$ cat src/rtl/cache_mem_ctrl_if.sv
// Bus bundle between the access sequencer and its environment: CPU data port,
// cache lookup/fill port and backing-memory req/ack port.
interface cache_mem_ctrl_if #(
  parameter int unsigned ADDR_WIDTH = 8,
  parameter int unsigned DATA_WIDTH = 8
);

  // CPU side
  logic                  cpu_req;
  logic                  cpu_we;
  logic [ADDR_WIDTH-1:0] cpu_addr;
  logic [DATA_WIDTH-1:0] cpu_wdata;
  logic [DATA_WIDTH-1:0] cpu_rdata;
  logic                  cpu_done;

  // Cache side
  logic                  c_we;
  logic [ADDR_WIDTH-1:0] c_addr;
  logic [DATA_WIDTH-1:0] c_wdata;
  logic [DATA_WIDTH-1:0] c_rdata;
  logic                  c_hit;

  // Memory side
  logic                  mem_req;
  logic                  mem_we;
  logic [ADDR_WIDTH-1:0] mem_addr;
  logic [DATA_WIDTH-1:0] mem_wdata;
  logic [DATA_WIDTH-1:0] mem_rdata;
  logic                  mem_ack;

  // Sequencer view
  modport master (
    input  cpu_req, cpu_we, cpu_addr, cpu_wdata,
    output cpu_rdata, cpu_done,
    output c_we, c_addr, c_wdata,
    input  c_rdata, c_hit,
    output mem_req, mem_we, mem_addr, mem_wdata,
    input  mem_rdata, mem_ack
  );

  // Environment view (CPU, cache and memory models)
  modport slave (
    output cpu_req, cpu_we, cpu_addr, cpu_wdata,
    input  cpu_rdata, cpu_done,
    input  c_we, c_addr, c_wdata,
    output c_rdata, c_hit,
    input  mem_req, mem_we, mem_addr, mem_wdata,
    output mem_rdata, mem_ack
  );

endinterface

$ cat src/rtl/cache_mem_ctrl.sv
// Single-outstanding access sequencer between the CPU data port and a small
// LRU data cache. Reads look up the cache and fetch from memory on a miss;
// writes go through to memory first and then update the cache line.
// Saturating hit/miss counters track read outcomes for debug.
module cache_mem_ctrl #(
  parameter int unsigned ADDR_WIDTH = 8,
  parameter int unsigned DATA_WIDTH = 8,
  parameter int unsigned CNT_WIDTH  = 16
) (
  input  logic                 clk_i,
  input  logic                 rst_i,
  cache_mem_ctrl_if.master     bus_io,
  output logic                 busy_o,
  output logic [CNT_WIDTH-1:0] hit_cnt_o,
  output logic [CNT_WIDTH-1:0] miss_cnt_o
);

  typedef enum logic [2:0] {
    StIdle,
    StLookup,
    StMemRd,
    StMemWr,
    StFill
  } state_e;

  state_e                state_q, state_d;
  logic [ADDR_WIDTH-1:0] addr_q, addr_d;
  logic                  we_q, we_d;
  logic [DATA_WIDTH-1:0] wdata_q, wdata_d;
  logic [DATA_WIDTH-1:0] data_q, data_d;
  logic [DATA_WIDTH-1:0] rdata_q, rdata_d;
  logic                  done_q, done_d;
  logic [CNT_WIDTH-1:0]  hit_q, hit_d;
  logic [CNT_WIDTH-1:0]  miss_q, miss_d;

  // Next-state, latch and counter update logic
  always_comb begin
    state_d = state_q;
    addr_d  = addr_q;
    we_d    = we_q;
    wdata_d = wdata_q;
    data_d  = data_q;
    rdata_d = rdata_q;
    done_d  = 1'b0;
    hit_d   = hit_q;
    miss_d  = miss_q;

    unique case (state_q)
      StIdle: begin
        if (bus_io.cpu_req) begin
          addr_d  = bus_io.cpu_addr;
          we_d    = bus_io.cpu_we;
          wdata_d = bus_io.cpu_wdata;
          state_d = bus_io.cpu_we ? StMemWr : StLookup;
        end
      end
      StLookup: begin
        if (bus_io.c_hit) begin
          rdata_d = bus_io.c_rdata;
          done_d  = 1'b1;
          if (hit_q != '1) begin
            hit_d = hit_q + 1'b1;
          end
          state_d = StIdle;
        end else begin
          if (miss_q != '1) begin
            miss_d = miss_q + 1'b1;
          end
          state_d = StMemRd;
        end
      end
      StMemRd: begin
        if (bus_io.mem_ack) begin
          data_d  = bus_io.mem_rdata;
          state_d = StFill;
        end
      end
      StMemWr: begin
        if (bus_io.mem_ack) begin
          data_d  = wdata_q;
          state_d = StFill;
        end
      end
      StFill: begin
        done_d = 1'b1;
        // Writes leave the last read value visible on cpu_rdata
        if (!we_q) begin
          rdata_d = data_q;
        end
        state_d = StIdle;
      end
      default: state_d = StIdle;
    endcase
  end

  // State and datapath registers with synchronous reset
  always_ff @(posedge clk_i) begin
    if (rst_i) begin
      state_q <= StIdle;
      addr_q  <= '0;
      we_q    <= 1'b0;
      wdata_q <= '0;
      data_q  <= '0;
      rdata_q <= '0;
      done_q  <= 1'b0;
      hit_q   <= '0;
      miss_q  <= '0;
    end else begin
      state_q <= state_d;
      addr_q  <= addr_d;
      we_q    <= we_d;
      wdata_q <= wdata_d;
      data_q  <= data_d;
      rdata_q <= rdata_d;
      done_q  <= done_d;
      hit_q   <= hit_d;
      miss_q  <= miss_d;
    end
  end

  // Control strobes decode straight from the state register
  always_comb begin
    busy_o           = (state_q != StIdle);
    bus_io.mem_req   = (state_q == StMemRd) || (state_q == StMemWr);
    bus_io.mem_we    = (state_q == StMemWr);
    bus_io.c_we      = (state_q == StFill);
    // Cache and memory share the latched address so lookups stay stable
    bus_io.c_addr    = addr_q;
    bus_io.mem_addr  = addr_q;
    bus_io.c_wdata   = data_q;
    bus_io.mem_wdata = wdata_q;
    bus_io.cpu_rdata = rdata_q;
    bus_io.cpu_done  = done_q;
    hit_cnt_o        = hit_q;
    miss_cnt_o       = miss_q;
  end

endmodule

$ cat src/flat_wrapper.sv
// flat-port wrapper written by rule: the top's interface ports become plain ports
module cache_mem_ctrl_flat 
#(
  parameter int unsigned ADDR_WIDTH = 8,
  parameter int unsigned DATA_WIDTH = 8,
  parameter int unsigned CNT_WIDTH  = 16
)
  (clk_i, rst_i, busy_o, hit_cnt_o, miss_cnt_o, bus_io_cpu_req, bus_io_cpu_we, bus_io_cpu_addr, bus_io_cpu_wdata, bus_io_cpu_rdata, bus_io_cpu_done, bus_io_c_we, bus_io_c_addr, bus_io_c_wdata, bus_io_c_rdata, bus_io_c_hit, bus_io_mem_req, bus_io_mem_we, bus_io_mem_addr, bus_io_mem_wdata, bus_io_mem_rdata, bus_io_mem_ack);
  cache_mem_ctrl_if #(.ADDR_WIDTH(ADDR_WIDTH), .DATA_WIDTH(DATA_WIDTH)) bus_io_i ();
  input  logic clk_i;
  input  logic rst_i;
  output logic busy_o;
  output logic [CNT_WIDTH-1:0] hit_cnt_o;
  output logic [CNT_WIDTH-1:0] miss_cnt_o;
  input wire logic [$bits(bus_io_i.cpu_req)-1:0] bus_io_cpu_req;
  input wire logic [$bits(bus_io_i.cpu_we)-1:0] bus_io_cpu_we;
  input wire logic [$bits(bus_io_i.cpu_addr)-1:0] bus_io_cpu_addr;
  input wire logic [$bits(bus_io_i.cpu_wdata)-1:0] bus_io_cpu_wdata;
  output wire logic [$bits(bus_io_i.cpu_rdata)-1:0] bus_io_cpu_rdata;
  output wire logic [$bits(bus_io_i.cpu_done)-1:0] bus_io_cpu_done;
  output wire logic [$bits(bus_io_i.c_we)-1:0] bus_io_c_we;
  output wire logic [$bits(bus_io_i.c_addr)-1:0] bus_io_c_addr;
  output wire logic [$bits(bus_io_i.c_wdata)-1:0] bus_io_c_wdata;
  input wire logic [$bits(bus_io_i.c_rdata)-1:0] bus_io_c_rdata;
  input wire logic [$bits(bus_io_i.c_hit)-1:0] bus_io_c_hit;
  output wire logic [$bits(bus_io_i.mem_req)-1:0] bus_io_mem_req;
  output wire logic [$bits(bus_io_i.mem_we)-1:0] bus_io_mem_we;
  output wire logic [$bits(bus_io_i.mem_addr)-1:0] bus_io_mem_addr;
  output wire logic [$bits(bus_io_i.mem_wdata)-1:0] bus_io_mem_wdata;
  input wire logic [$bits(bus_io_i.mem_rdata)-1:0] bus_io_mem_rdata;
  input wire logic [$bits(bus_io_i.mem_ack)-1:0] bus_io_mem_ack;
  assign bus_io_i.cpu_req = bus_io_cpu_req;
  assign bus_io_i.cpu_we = bus_io_cpu_we;
  assign bus_io_i.cpu_addr = bus_io_cpu_addr;
  assign bus_io_i.cpu_wdata = bus_io_cpu_wdata;
  assign bus_io_cpu_rdata = bus_io_i.cpu_rdata;
  assign bus_io_cpu_done = bus_io_i.cpu_done;
  assign bus_io_c_we = bus_io_i.c_we;
  assign bus_io_c_addr = bus_io_i.c_addr;
  assign bus_io_c_wdata = bus_io_i.c_wdata;
  assign bus_io_i.c_rdata = bus_io_c_rdata;
  assign bus_io_i.c_hit = bus_io_c_hit;
  assign bus_io_mem_req = bus_io_i.mem_req;
  assign bus_io_mem_we = bus_io_i.mem_we;
  assign bus_io_mem_addr = bus_io_i.mem_addr;
  assign bus_io_mem_wdata = bus_io_i.mem_wdata;
  assign bus_io_i.mem_rdata = bus_io_mem_rdata;
  assign bus_io_i.mem_ack = bus_io_mem_ack;
  cache_mem_ctrl #(.ADDR_WIDTH(ADDR_WIDTH), .DATA_WIDTH(DATA_WIDTH), .CNT_WIDTH(CNT_WIDTH)) u_core (.clk_i(clk_i), .rst_i(rst_i), .bus_io(bus_io_i), .busy_o(busy_o), .hit_cnt_o(hit_cnt_o), .miss_cnt_o(miss_cnt_o));
endmodule
$ cat config.mk
export PLATFORM = sky130hd
export DESIGN_NAME = cache_mem_ctrl_flat
export DESIGN_NICKNAME = d
export VERILOG_FILES = /design/src/rtl/cache_mem_ctrl_if.sv /design/src/rtl/cache_mem_ctrl.sv /design/src/flat_wrapper.sv
export SDC_FILE = /design/constraint.sdc
export NUM_CORES = 1
export LEC_CHECK = 0
export CAP_MARGIN = 20
export CORE_MARGIN = 5
export CORE_UTILIZATION = 35
export CTS_CLUSTER_SIZE = 24
export DETAILED_ROUTE_END_ITERATION = 8
export PLACE_DENSITY_LB_ADDON = 0.12
export SLEW_MARGIN = 20
export SYNTH_ARGS = -nofsm -noshare
export SYNTH_HDL_FRONTEND = slang
export SYNTH_SLANG_ARGS = --single-unit
$ cat constraint.sdc
create_clock -name clk_i -period 5 [get_ports clk_i]
set_input_delay 0.5 -clock clk_i [delete_from_list [all_inputs] [get_ports clk_i]]
set_output_delay 0.5 -clock clk_i [all_outputs]
set_load 0.05 [all_outputs]
; After elaboration in Yosys (flattened, before gate mapping)
; Cells that the tools add are included.
[totals]
ff_bits = 69
[op_classes]
add_sub_neg = 2
eq_ne = 12
muxes = 13
bitwise = 1
n_reduce_logical = 12
[op_table]
columns = cell, n
row1 = $add 16x1->16 const B, 2
row2 = $mux 8, 4
row3 = $ne 16x16->1 const B, 2
row4 = $pmux 8 s2, 2
row5 = $reduce_and 3->1, 4
row6 = $pmux 3 s3, 1
row7 = $ne 2x2->1 const B, 4
row8 = $eq 3x2->1 const B, 2
row9 = $mux 3, 2
row10 = $mux 2, 2
row11 = $ne 2x1->1 const B, 2
row12 = $reduce_and 2->1, 2
row13 = $reduce_bool 2->1, 2
row14 = $eq 3x1->1 const B, 1
row15 = $eq 3x3->1 const B, 1
row16 = $logic_not 3->1, 1
row17 = $reduce_bool 3->1, 1
row18 = $pmux 1 s2, 1
row19 = $reduce_or 2->1, 1
row20 = $logic_or 1x1->1, 1
row21 = $mux 1, 1
row22 = $not 1->1, 1

; Depth between registers and ports, before layout
[logic_depth]
depth_word = 4
ltp_mapped = 7

; Worst setup path before layout
; OpenSTA, ideal clock, no wires.
[synth_timing]
kind = register to register
start = reg u_core.hit_q[0] (netlist: u_core.hit_cnt_o[0])
end = reg u_core.hit_q[15] (netlist: u_core.hit_cnt_o[15])
setup_time_ns = 0.123
t_arrival_ns = 2.183
t_required_ns = 4.877
path_slack_ns = 2.694
path_stages_with_launch = 7
n_path_buf = 1
period_less_slack_ns = 2.306
cell_sequence = dfxtp_1 > ha_1 > nand3_1 > nor4_1 > clkbuf_1 > and4bb_1 > mux2_1
[synth_via]
elab_chain_len = 2
elab_cells_between_ends = 3
[synth_rtl]
columns = item, line_no
row1 = "start, declared", cache_mem_ctrl.sv:33  ; logic [CNT_WIDTH-1:0] hit_q, hit_d;
row2 = "start signal, assigned", cache_mem_ctrl.sv:116  ; hit_q <= hit_d;
row3 = "parallel branches: the longest is 2 deep, another holds $add 16x1->16", n/a
; Several ways; the timed one is not identified.
; A chain may end at the register's enable or synchronous reset.

; Worst setup path after layout
[layout_timing]
start = reg u_core.state_q[0]
end = out bus_io_mem_we
[layout_via]
elab_chain_len = 1
[layout_rtl]
columns = item, line_no
row1 = "start, declared", cache_mem_ctrl.sv:26  ; state_e state_q, state_d;
row2 = "start signal, assigned", cache_mem_ctrl.sv:99  ; state_q <= StIdle;
row3 = "start signal, assigned", cache_mem_ctrl.sv:109  ; state_q <= state_d;
row4 = $eq 3x2->1, cache_mem_ctrl.sv:125  ; bus_io.mem_we = (state_q == StMemWr);
row5 = "end, declared", flat_wrapper.sv:27  ; output wire logic [$bits(bus_io_i.mem_we)-1:0] bus_io_mem_we;
; No other way between the ends.

==> impl_table.tex <==
\begin{tabular}{lr}
\hline
Metric & Value \\
\hline
\multicolumn{2}{l}{\textbf{Status}} \\
\quad Result of the run & finished, final reports clean \\
\multicolumn{2}{l}{\textbf{Place}} \\
\quad DP Worst Slack & 2.14 ns \\
\quad Port Buffers & $\sim$110 \\
\quad Routability cong. & 0.848 \\
\quad Post-DP HPWL & 6320 um \\
\multicolumn{2}{l}{\textbf{Setup path}} \\
\quad List of cells traversed by the critical path & clkinv\_1 > nor3b\_2 > clkdlybuf4s50\_1 \\
\quad Highest cell delay on the worst timing path & 0.92 ns \\
\quad CP Data Required Time & 4.50 ns \\
\quad R2r setup slk & 2.80 ns \\
\quad Critical setup path kind & reg -> out \\
\quad Critical path endpoint category & output port \\
\quad Buf+Inv Stages, Crit Path & 2 \\
\quad Arrival time worst endpoint & 2.56 ns \\
\quad Category of cells accounting for the largest share of critical-path delay & buffers and inverters \\
\quad Critical-path maximum fanout & 9 \\
\quad Critical path launch point type & register \\
\quad Slowest library cell on the worst path & sky130\_fd\_sc\_hd\_\_clkdlybuf4s50\_1 \\
\multicolumn{2}{l}{\textbf{Run}} \\
\quad Number of max-cap violations & 0 \\
\multicolumn{2}{l}{\textbf{Die}} \\
\quad Height of the die & 105 um \\
\quad Starting utilization of the core area & between 30\% and 40\% \\
\quad Die footprint & between 10000 and 15000 um\^{}2 \\
\quad Total number of placement rows & 34 \\
\quad I/O pins & 115 \\
\quad Die X-Extent & 105 um \\
\quad Core area & 8760 um\^{}2 \\
\multicolumn{2}{l}{\textbf{Global route}} \\
\quad Number of antenna violations at the first check in global routing & 0 \\
\quad Number of global-route vias before repair & approximately 3100 \\
\quad Met1 routing resource usage after global routing & 20.0\% \\
\quad Global route total overflow & 0 \\
\quad Met3 demand-to-capacity share in global routing & 7.71\% \\
\quad First-pass GRT wire length & 14800 um \\
\quad Top Usage Layer GRT & met2 \\
\quad Total routing usage reported by global routing & 16.3\% \\
\quad Met2 global-route usage & between 20 and 30\% \\
\quad Pin count of the biggest net entering global routing & 72 \\
\multicolumn{2}{l}{\textbf{Timing}} \\
\quad Slew Limit Headroom & 31.9\% \\
\quad Final period demand of the worst path & between 3 and 4 ns \\
\quad Final clock skew & approximately 0.0094 ns \\
\quad Hold Vio Cnt, Final & 0 \\
\quad Unrepaired setup endpoints after global routing & false \\
\quad Fin Setup TNS & 0 ns \\
\quad Max Slew Vio Count & 0 \\
\quad Minimum setup slack in the final design & between 1.5 and 2 ns \\
\quad Upper clock frequency limit & 326 MHz \\
\quad Endpoints failing setup & 0 \\
\quad Tightest Pin Transition & slightly above 1 ns \\
\quad Post-route fraction of the period consumed by the critical path & 61.3\% \\
\multicolumn{2}{l}{\textbf{Synth}} \\
\quad Yosys cell types & 45 \\
\quad Cells after synthesis & 373 \\
\quad Ys async rst share & 0\% \\
\quad Main synth FF type & sky130\_fd\_sc\_hd\_\_dfxtp\_1 \\
\quad Net count after synthesis & approximately 410 \\
\quad Total of flip-flops plus latches after synthesis & between 60 and 70 \\
\quad Fraction of the yosys area taken by sequential cells & around 44\% \\
\quad Cell area after technology mapping & $\sim$3100 um\^{}2 \\
\quad Total number of yosys warnings & 0 \\
\quad Number of enable flip-flop cells after synthesis & 0 \\
\quad Synthesized area per cell & 8.44 um\^{}2 \\
\multicolumn{2}{l}{\textbf{CTS}} \\
\quad Gates resized, CTS repair & 0 \\
\quad CTS Hold Bufs & 0 \\
\quad Buffers inserted by post-CTS timing repair & 0 \\
\quad Cell at the root of the clock tree & sky130\_fd\_sc\_hd\_\_clkbuf\_8 \\
\quad Maximum clock path buffer count & 2 \\
\quad Deepest level of the CTS H-tree & 3 \\
\quad Clock sinks & 69 \\
\quad Total CTS buffers & 9 \\
\quad Clock latency on the worst-skew pair & roughly 0.34 ns \\
\quad CTS tree & built \\
\quad CTS clk-pin slew, worst paths & about 0.07 ns \\
\multicolumn{2}{l}{\textbf{Power and ir drop}} \\
\quad Total Power & 1.34 mW \\
\quad Leakage power of the design & 1.53 nW \\
\quad Power per cell area & roughly 300 nW/um\^{}2 \\
\quad Max rail drop VDD & 0.141 mV \\
\multicolumn{2}{l}{\textbf{Hold path}} \\
\quad Type of the most critical hold path & reg -> reg \\
\multicolumn{2}{l}{\textbf{Detailed routing}} \\
\quad Vias & 3112 \\
\quad Detailed-router iteration count before antenna repair & 4 \\
\quad Number of antenna-violating nets in the routed design & 0 \\
\quad Average via count per standard cell & 5.33 \\
\quad DRC violation count after routing & 0 \\
\quad Routed Wire Length & 8930 um \\
\quad Routed length per placed instance & between 15 and 20 um \\
\quad Number of violations reported at the end of detailed-routing iteration 0 & 100 \\
\multicolumn{2}{l}{\textbf{Cells and area}} \\
\quad Fraction of the core area covered by cells at the end of the flow & 51.6\% \\
\quad Commonest non-fill, non-tap cell in the layout & sky130\_fd\_sc\_hd\_\_clkdlybuf4s50\_1 \\
\quad Filler Cells Inserted & 869 \\
\quad Commonest cells after routing, fill and taps aside & sky130\_fd\_sc\_hd\_\_clkdlybuf4s50\_1, sky130\_fd\_sc\_hd\_\_dfxtp\_1, sky130\_fd\_sc\_hd\_\_nand2\_1, sky130\_fd\_sc\_hd\_\_a21oi\_1, sky130\_fd\_sc\_hd\_\_nor2\_1 \\
\quad Share of post-route cells with drive strength above 1 & under 10\% \\
\quad Number of nets in the layout & 511 \\
\quad Syn-to-layout area delta & 43.7\% \\
\quad Ant diodes & 0 \\
\hline
\end{tabular}
## cell type report
class | count | area (um^2) | share of cell area (%)
clock buffers | 12 | 155 | 3.43
clock inverters | 4 | 70.1 | 1.55
inverters | 10 | 37.5 | 0.830
multi-input cells | 264 | 1590 | 35.0
flip-flops and latches | 69 | 1380 | 30.5
well taps | 108 | 135 | 2.99
repair buffers | 117 | 1160 | 25.6
## synth_stat cells (9+ instances only)
master / n / area share, %
sky130_fd_sc_hd__dfxtp_1: 69 / 44
sky130_fd_sc_hd__nand2_1: 56 / 6.7
sky130_fd_sc_hd__a21oi_1: 48 / 7.6
sky130_fd_sc_hd__nor2_1: 19 / 2.3
sky130_fd_sc_hd__clkbuf_1: 18 / 2.1
sky130_fd_sc_hd__o31ai_1: 13 / 3.1
sky130_fd_sc_hd__or4_1: 13 / 3.1
sky130_fd_sc_hd__nand4_1: 12 / 2.4
sky130_fd_sc_hd__a211oi_1: 9 / 2.1
sky130_fd_sc_hd__inv_1: 9 / 1.1
sky130_fd_sc_hd__mux2i_1: 9 / 2.9
sky130_fd_sc_hd__o21ai_0: 9 / 1.4
## where the power goes
part / switching, mW / internal (mW) / total (mW)
logic: 0.158 / 0.0886 / 0.246
clock network: 0.204 / 0.307 / 0.511
registers: 0.0170 / 0.570 / 0.587
## worst min-delay path, cell delays in order, from the launching register on
cell and delay (ns):
sky130_fd_sc_hd__dfxtp_1 0.32, sky130_fd_sc_hd__nand2_1 0.06, sky130_fd_sc_hd__a21oi_1 0.05
## flip-flops by register name (all words and copies together), names as in the netlist
name / count
u_core.bus_io.c_addr: 8
u_core.bus_io.c_wdata: 8
u_core.bus_io.cpu_done: 1
u_core.bus_io.cpu_rdata: 8
u_core.bus_io.mem_wdata: 8
u_core.hit_cnt_o: 16
u_core.miss_cnt_o: 16
u_core.state_q: 3
u_core.we_q: 1
## kinds of logic (layout without fill, tap and decap cells)
kind of cell / after synthesis / in the layout / share of synthesized area, %
buffers and inverters: 40 / 143 / 6.04
and+or+nand+nor: 152 / 152 / 25.8
DFF: 69 / 69 / 43.9
adders and majority gates: 2 / 2 / 0.795
AOI/OAI and AO/OA: 97 / 97 / 19.2
muxes: 13 / 13 / 4.29
## per-layer routing
layer  vias up  part of all wire [%]
met4         0                   1.0
met2        86                    46
li1       1576                     -
met5         -                     0
met3         6                    10
met1      1444                    43
## final timing paths
| path | startpoint | end | cells past startpoint |
|---|---|---|---|
| setup / recovery | u_core.state_q[0] | bus_io_mem_we | 3 |
| hold / removal | u_core.bus_io.c_wdata[5] | u_core.bus_io.c_wdata[5] | 2 |
| setup reg to reg | u_core.state_q[0] | u_core.hit_cnt_o[13] | 4 |
| hold reg to reg | u_core.bus_io.c_wdata[5] | u_core.bus_io.c_wdata[5] | 2 |
## metrics by stage
step           hold slack [ns]  std cells  cell area [um^2]
2_1_floorplan            0.436        373              3150
6_report                 0.470        584              4520
5_1_grt                  0.500        584              4520
3_3_place_gp             0.450        568              4290
4_1_cts                  0.464        584              4520
3_5_place_dp             0.453        568              4290
(Power assumes the default switching activity.)
==> RTL change 1: new RTL, same settings <==
Put a register stage on the output `hit_cnt_o`, cleared by the reset. The value now appears one clock later. The other outputs are not delayed to match.
--- a/src/rtl/cache_mem_ctrl.sv
+++ b/src/rtl/cache_mem_ctrl.sv
@@ -22,6 +22,8 @@
     StMemWr,
     StFill
   } state_e;
+
+  logic [CNT_WIDTH-1:0] hit_cnt_d;
 
   state_e                state_q, state_d;
   logic [ADDR_WIDTH-1:0] addr_q, addr_d;
@@ -131,8 +133,16 @@
     bus_io.mem_wdata = wdata_q;
     bus_io.cpu_rdata = rdata_q;
     bus_io.cpu_done  = done_q;
-    hit_cnt_o        = hit_q;
+    hit_cnt_d        = hit_q;
     miss_cnt_o       = miss_q;
+  end
+
+  always_ff @(posedge clk_i) begin
+    if (rst_i) begin
+      hit_cnt_o <= '0;
+    end else begin
+      hit_cnt_o <= hit_cnt_d;
+    end
   end
 
 endmodule
Function: changed (Yosys sat finds a counterexample within 4 cycles, from zero or initial values and one cycle with rst_i high).
==> RTL change 1 against the unedited design <==
- area after synthesis up 17%
- via count up 5.9%
- sequential cell count up 16
- power up 12%
- setup slack worse by 0.16 ns
- largest power group unchanged
- wire length up 6.9%
- sequential power up 23%
- critical path type unchanged
- cell area up 12%
- largest cell class unchanged
- synthesized cell count up 14%
- highest routed layer unchanged
- clock power about the same
- core utilization down 2.5 points
==> RTL change 1: results (changes against the unedited design) <==
WHS Endpoint u_core.bus_io.c_addr[5]; ratio of cells with drive above 1 in the final layout 4.57% (-1.5 points); Vias 3296 (+5.9%); grt met3 use 4.96% (-2.7 points); dpl ws 2.16 ns (+0.0206 ns); Detailed Place HPWL 6930 µm (+9.6%); largest net degree at the start of global routing 48 (-33%); Synth top cells by count dfxtp_1 (85), nand2_1 (60), nor2_1 (37); final net count 562 (+10%); first-pass GRT wire length 15800 µm (+6.2%); final-layout fill cell count 1031 (+19%); WL/cell 14.4 µm (-5.6%); syn avg cell area 8.63 µm² (+2.3%); Max FO, Critical Path 14 (+5); register area share after synthesis 46.4% (+2.5 points); Initial DRC Count 114 (+14%); CP Data Arrival Time 2.72 ns (+0.16 ns); r2r endpoint u_core.miss_cnt_o[11]; Placer Congestion 0.812 (-4.3%); multi-input logic area 1790 µm² (+13%); worst-case vdd ir drop 0.127 mV (-10%); WL met1 4530 µm (+18%); vias in the first global route 3219 (+4.4%); Hold WS 0.475 ns (+0.00502 ns); Cells after DPL 647 (+14%); Reg2Reg Setup Slack 2.57 ns (-0.23 ns); syn nets 465 (+13%); WL met3 551 µm (-39%); metal2 WL 4380 µm (+6.9%); met2 Use GR 23.8% (-1.3 points); status complete, no violations; Cell variety after synth 46 (+2.2%); Leak 1.74 nW (+14%); mux contribution to synthesized area 6.07% (+1.8 points); post-synthesis adder-cell area fraction 0.682% (-0.11 points); min-delay src u_core.bus_io.c_addr[5]
==> RTL change 1: changes by cell type after synthesis, moves of 5 or more <==
cell	before	now
o31ai_1	13	4
o221ai_1	8	0
nand3_1	8	22
nor3_1	7	12
or4_1	13	5
or3_1	7	1
nor2b_1	5	23
a21oi_1	48	28
dfxtp_1	69	85
a311oi_1	0	8
a211oi_1	9	14
nor2_1	19	37
mux2_1	2	7
==> RTL change 1: power by group <==
part	leakage (nW)	internal, mW	switching, mW
Sequential	0.689	0.701	0.0220
Combinational	0.945	0.0999	0.175
Clock	0.101	0.274	0.236
==> RTL change 1: how the worst max path moves through the flow <==
stage                           end  slack [ns]  cells after the start                 start
6_report              bus_io_mem_we        1.78                      4     u_core.state_q[1]
5_1_grt               bus_io_mem_we        1.53                      4     u_core.state_q[1]
2_1_floorplan  u_core.miss_cnt_o[9]        2.78                      5  u_core.miss_cnt_o[0]
4_1_cts               bus_io_mem_we        1.75                      4     u_core.state_q[1]
3_5_place_dp          bus_io_mem_we        2.16                      4     u_core.state_q[1]
3_3_place_gp          bus_io_mem_we        2.22                      4     u_core.state_q[1]
==> RTL change 1: critical path, stage by stage (launching register included) <==
cell and delay, ns:
dfxtp_1 0.46, nor2b_1 0.66, nand2_1 0.34, inv_1 0.11
clkdlybuf4s50_1 0.80
==> RTL change 1: area by class of cell <==
cell class	instances	area share, %
clock inverters	5	1.54
well taps	136	3.37
clock buffers	9	2.45
flip-flops and latches	85	33.7
inverters	11	0.817
multi-input cells	299	35.3
repair buffers	116	22.8
==> RTL change 2: new RTL, config.mk and constraints unchanged <==
Without the edit above. `DATA_WIDTH` is set to 8 in 3 places; all go to 10.
--- a/src/rtl/cache_mem_ctrl_if.sv
+++ b/src/rtl/cache_mem_ctrl_if.sv
@@ -2,7 +2,7 @@
 // cache lookup/fill port and backing-memory req/ack port.
 interface cache_mem_ctrl_if #(
   parameter int unsigned ADDR_WIDTH = 8,
-  parameter int unsigned DATA_WIDTH = 8
+  parameter int unsigned DATA_WIDTH = 10
 );
 
   // CPU side
--- a/src/rtl/cache_mem_ctrl.sv
+++ b/src/rtl/cache_mem_ctrl.sv
@@ -4,7 +4,7 @@
 // Saturating hit/miss counters track read outcomes for debug.
 module cache_mem_ctrl #(
   parameter int unsigned ADDR_WIDTH = 8,
-  parameter int unsigned DATA_WIDTH = 8,
+  parameter int unsigned DATA_WIDTH = 10,
   parameter int unsigned CNT_WIDTH  = 16
 ) (
   input  logic                 clk_i,
--- a/src/flat_wrapper.sv
+++ b/src/flat_wrapper.sv
@@ -2,7 +2,7 @@
 module cache_mem_ctrl_flat 
 #(
   parameter int unsigned ADDR_WIDTH = 8,
-  parameter int unsigned DATA_WIDTH = 8,
+  parameter int unsigned DATA_WIDTH = 10,
   parameter int unsigned CNT_WIDTH  = 16
 )
   (clk_i, rst_i, busy_o, hit_cnt_o, miss_cnt_o, bus_io_cpu_req, bus_io_cpu_we, bus_io_cpu_addr, bus_io_cpu_wdata, bus_io_cpu_rdata, bus_io_cpu_done, bus_io_c_we, bus_io_c_addr, bus_io_c_wdata, bus_io_c_rdata, bus_io_c_hit, bus_io_mem_req, bus_io_mem_we, bus_io_mem_addr, bus_io_mem_wdata, bus_io_mem_rdata, bus_io_mem_ack);
Interface: changed (6 resized); port bits go from 115 to 127. The function was not compared with the original's and may differ.
==> RTL change 2 against the unedited design <==
- area after synthesis rose by 12%
- die area rose by 11%
- setup slack got worse by 0.021 ns
- sequential cell count rose by 6
- via count rose by 6.7%
- power rose by 11%
- cell area rose by 11%
- wire length rose by 8.1%
==> RTL change 2: results (changes against the unedited design) <==
largest net degree at the start of global routing 59 (-18%); Leak 1.74 nW (+14%); Compound-Gate Fraction of Synth Area 17.3% (-1.9 points); inverters 8 (-2); Worst setup endpoint bus_io_c_we; CP Data Arrival Time 2.59 ns (+0.03 ns); TritonCTS clock tree done; Non-clock buffers 127 (+8.5%); status complete, no violations; Seq Cell Count 75 (+8.7%); vias in the first global route 3230 (+4.8%); Internal 1.05 mW (+8.5%); number of I/O port buffers 126 (+11%); Max FO, Critical Path 17 (+8); delay-heaviest family, CP flip-flops; min-delay src u_core.bus_io.mem_wdata[7]; root buf cell clkbuf_8; comb pwr 0.303 mW (+23%); part of the power in the clock network 35.7% (-2.3 points); first-pass GRT wire length 16300 µm (+9.8%); register area share after synthesis 42.5% (-1.4 points); Final period util 61.7% (+0.42 points); top post-synthesis cells by area dfxtp_1 (43%), a21oi_1 (7.1%), mux2i_1 (6.0%), nand2_1 (5.1%), a211oi_1 (4.5%); skew final 0.0102 ns (+0.000775 ns); mux contribution to synthesized area 7.87% (+3.6 points); worst-case vdd ir drop 0.190 mV (+35%); async set-reset flop share out of synthesis 0% (unchanged); ratio of cells with drive above 1 in the final layout 6.24% (+0.15 points); dpl ws 2.24 ns (+0.102 ns); Final non-clock buffer share 25.1% (-0.50 points); final net count 554 (+8.4%); WL/cell 14.9 µm (-2.2%); Ant. Diodes 0 (unchanged); Initial DRC Count 111 (+11%); slowest CP cell dfxtp_1; multi-input gate share of total cell area 36.6% (+1.6 points); sequential cell area share 29.8% (-0.70 points); post-synthesis adder-cell area fraction 0.709% (-0.087 points); via-per-instance ratio 5.14 (-3.6%); worst relative slew slack 44.4% (+12 points); r2r endpoint u_core.miss_cnt_o[10]; Hold WS 0.473 ns (+0.00376 ns); Placer Congestion 0.829 (-2.3%); WHS Endpoint u_core.bus_io.mem_wdata[7]; Detailed Place HPWL 7070 µm (+12%); CP max stage delay 0.82 ns (-0.10 ns); Reg2Reg Setup Slack 2.57 ns (-0.23 ns)
-- RTL change 2: per-stage QoR --
step / power (mW) / instance area (µm²) / instances
after floorplan: 0.861 / 3530 / 403
after global placement: 0.969 / 4800 / 630
after detailed placement: 0.972 / 4800 / 630
after CTS: 1.51 / 5020 / 646
after global routing: 1.56 / 5030 / 646
final: 1.49 / 5030 / 646
-- RTL change 2: logic make-up (layout without fill, tap and decap cells) --
| group | Yosys count | count (layout) |
|---|---|---|
| AO/OA/AOI/OAI | 99 | 99 |
| adder cells (fa/ha/maj) | 2 | 2 |
| buffers and inverters | 41 | 151 |
| flip-flops | 75 | 75 |
| multiplexers | 27 | 27 |
| AND/OR/NAND/NOR | 159 | 159 |
-- RTL change 2: metal layers --
layer	GRT usage, %	vias to the layer above	part of all wire [%]
met4	3.78	0	1.1
li1	-	1689	-
met1	19.1	1526	44
met2	25.4	93	47
met3	6.89	11	7.7
met5	0	-	0
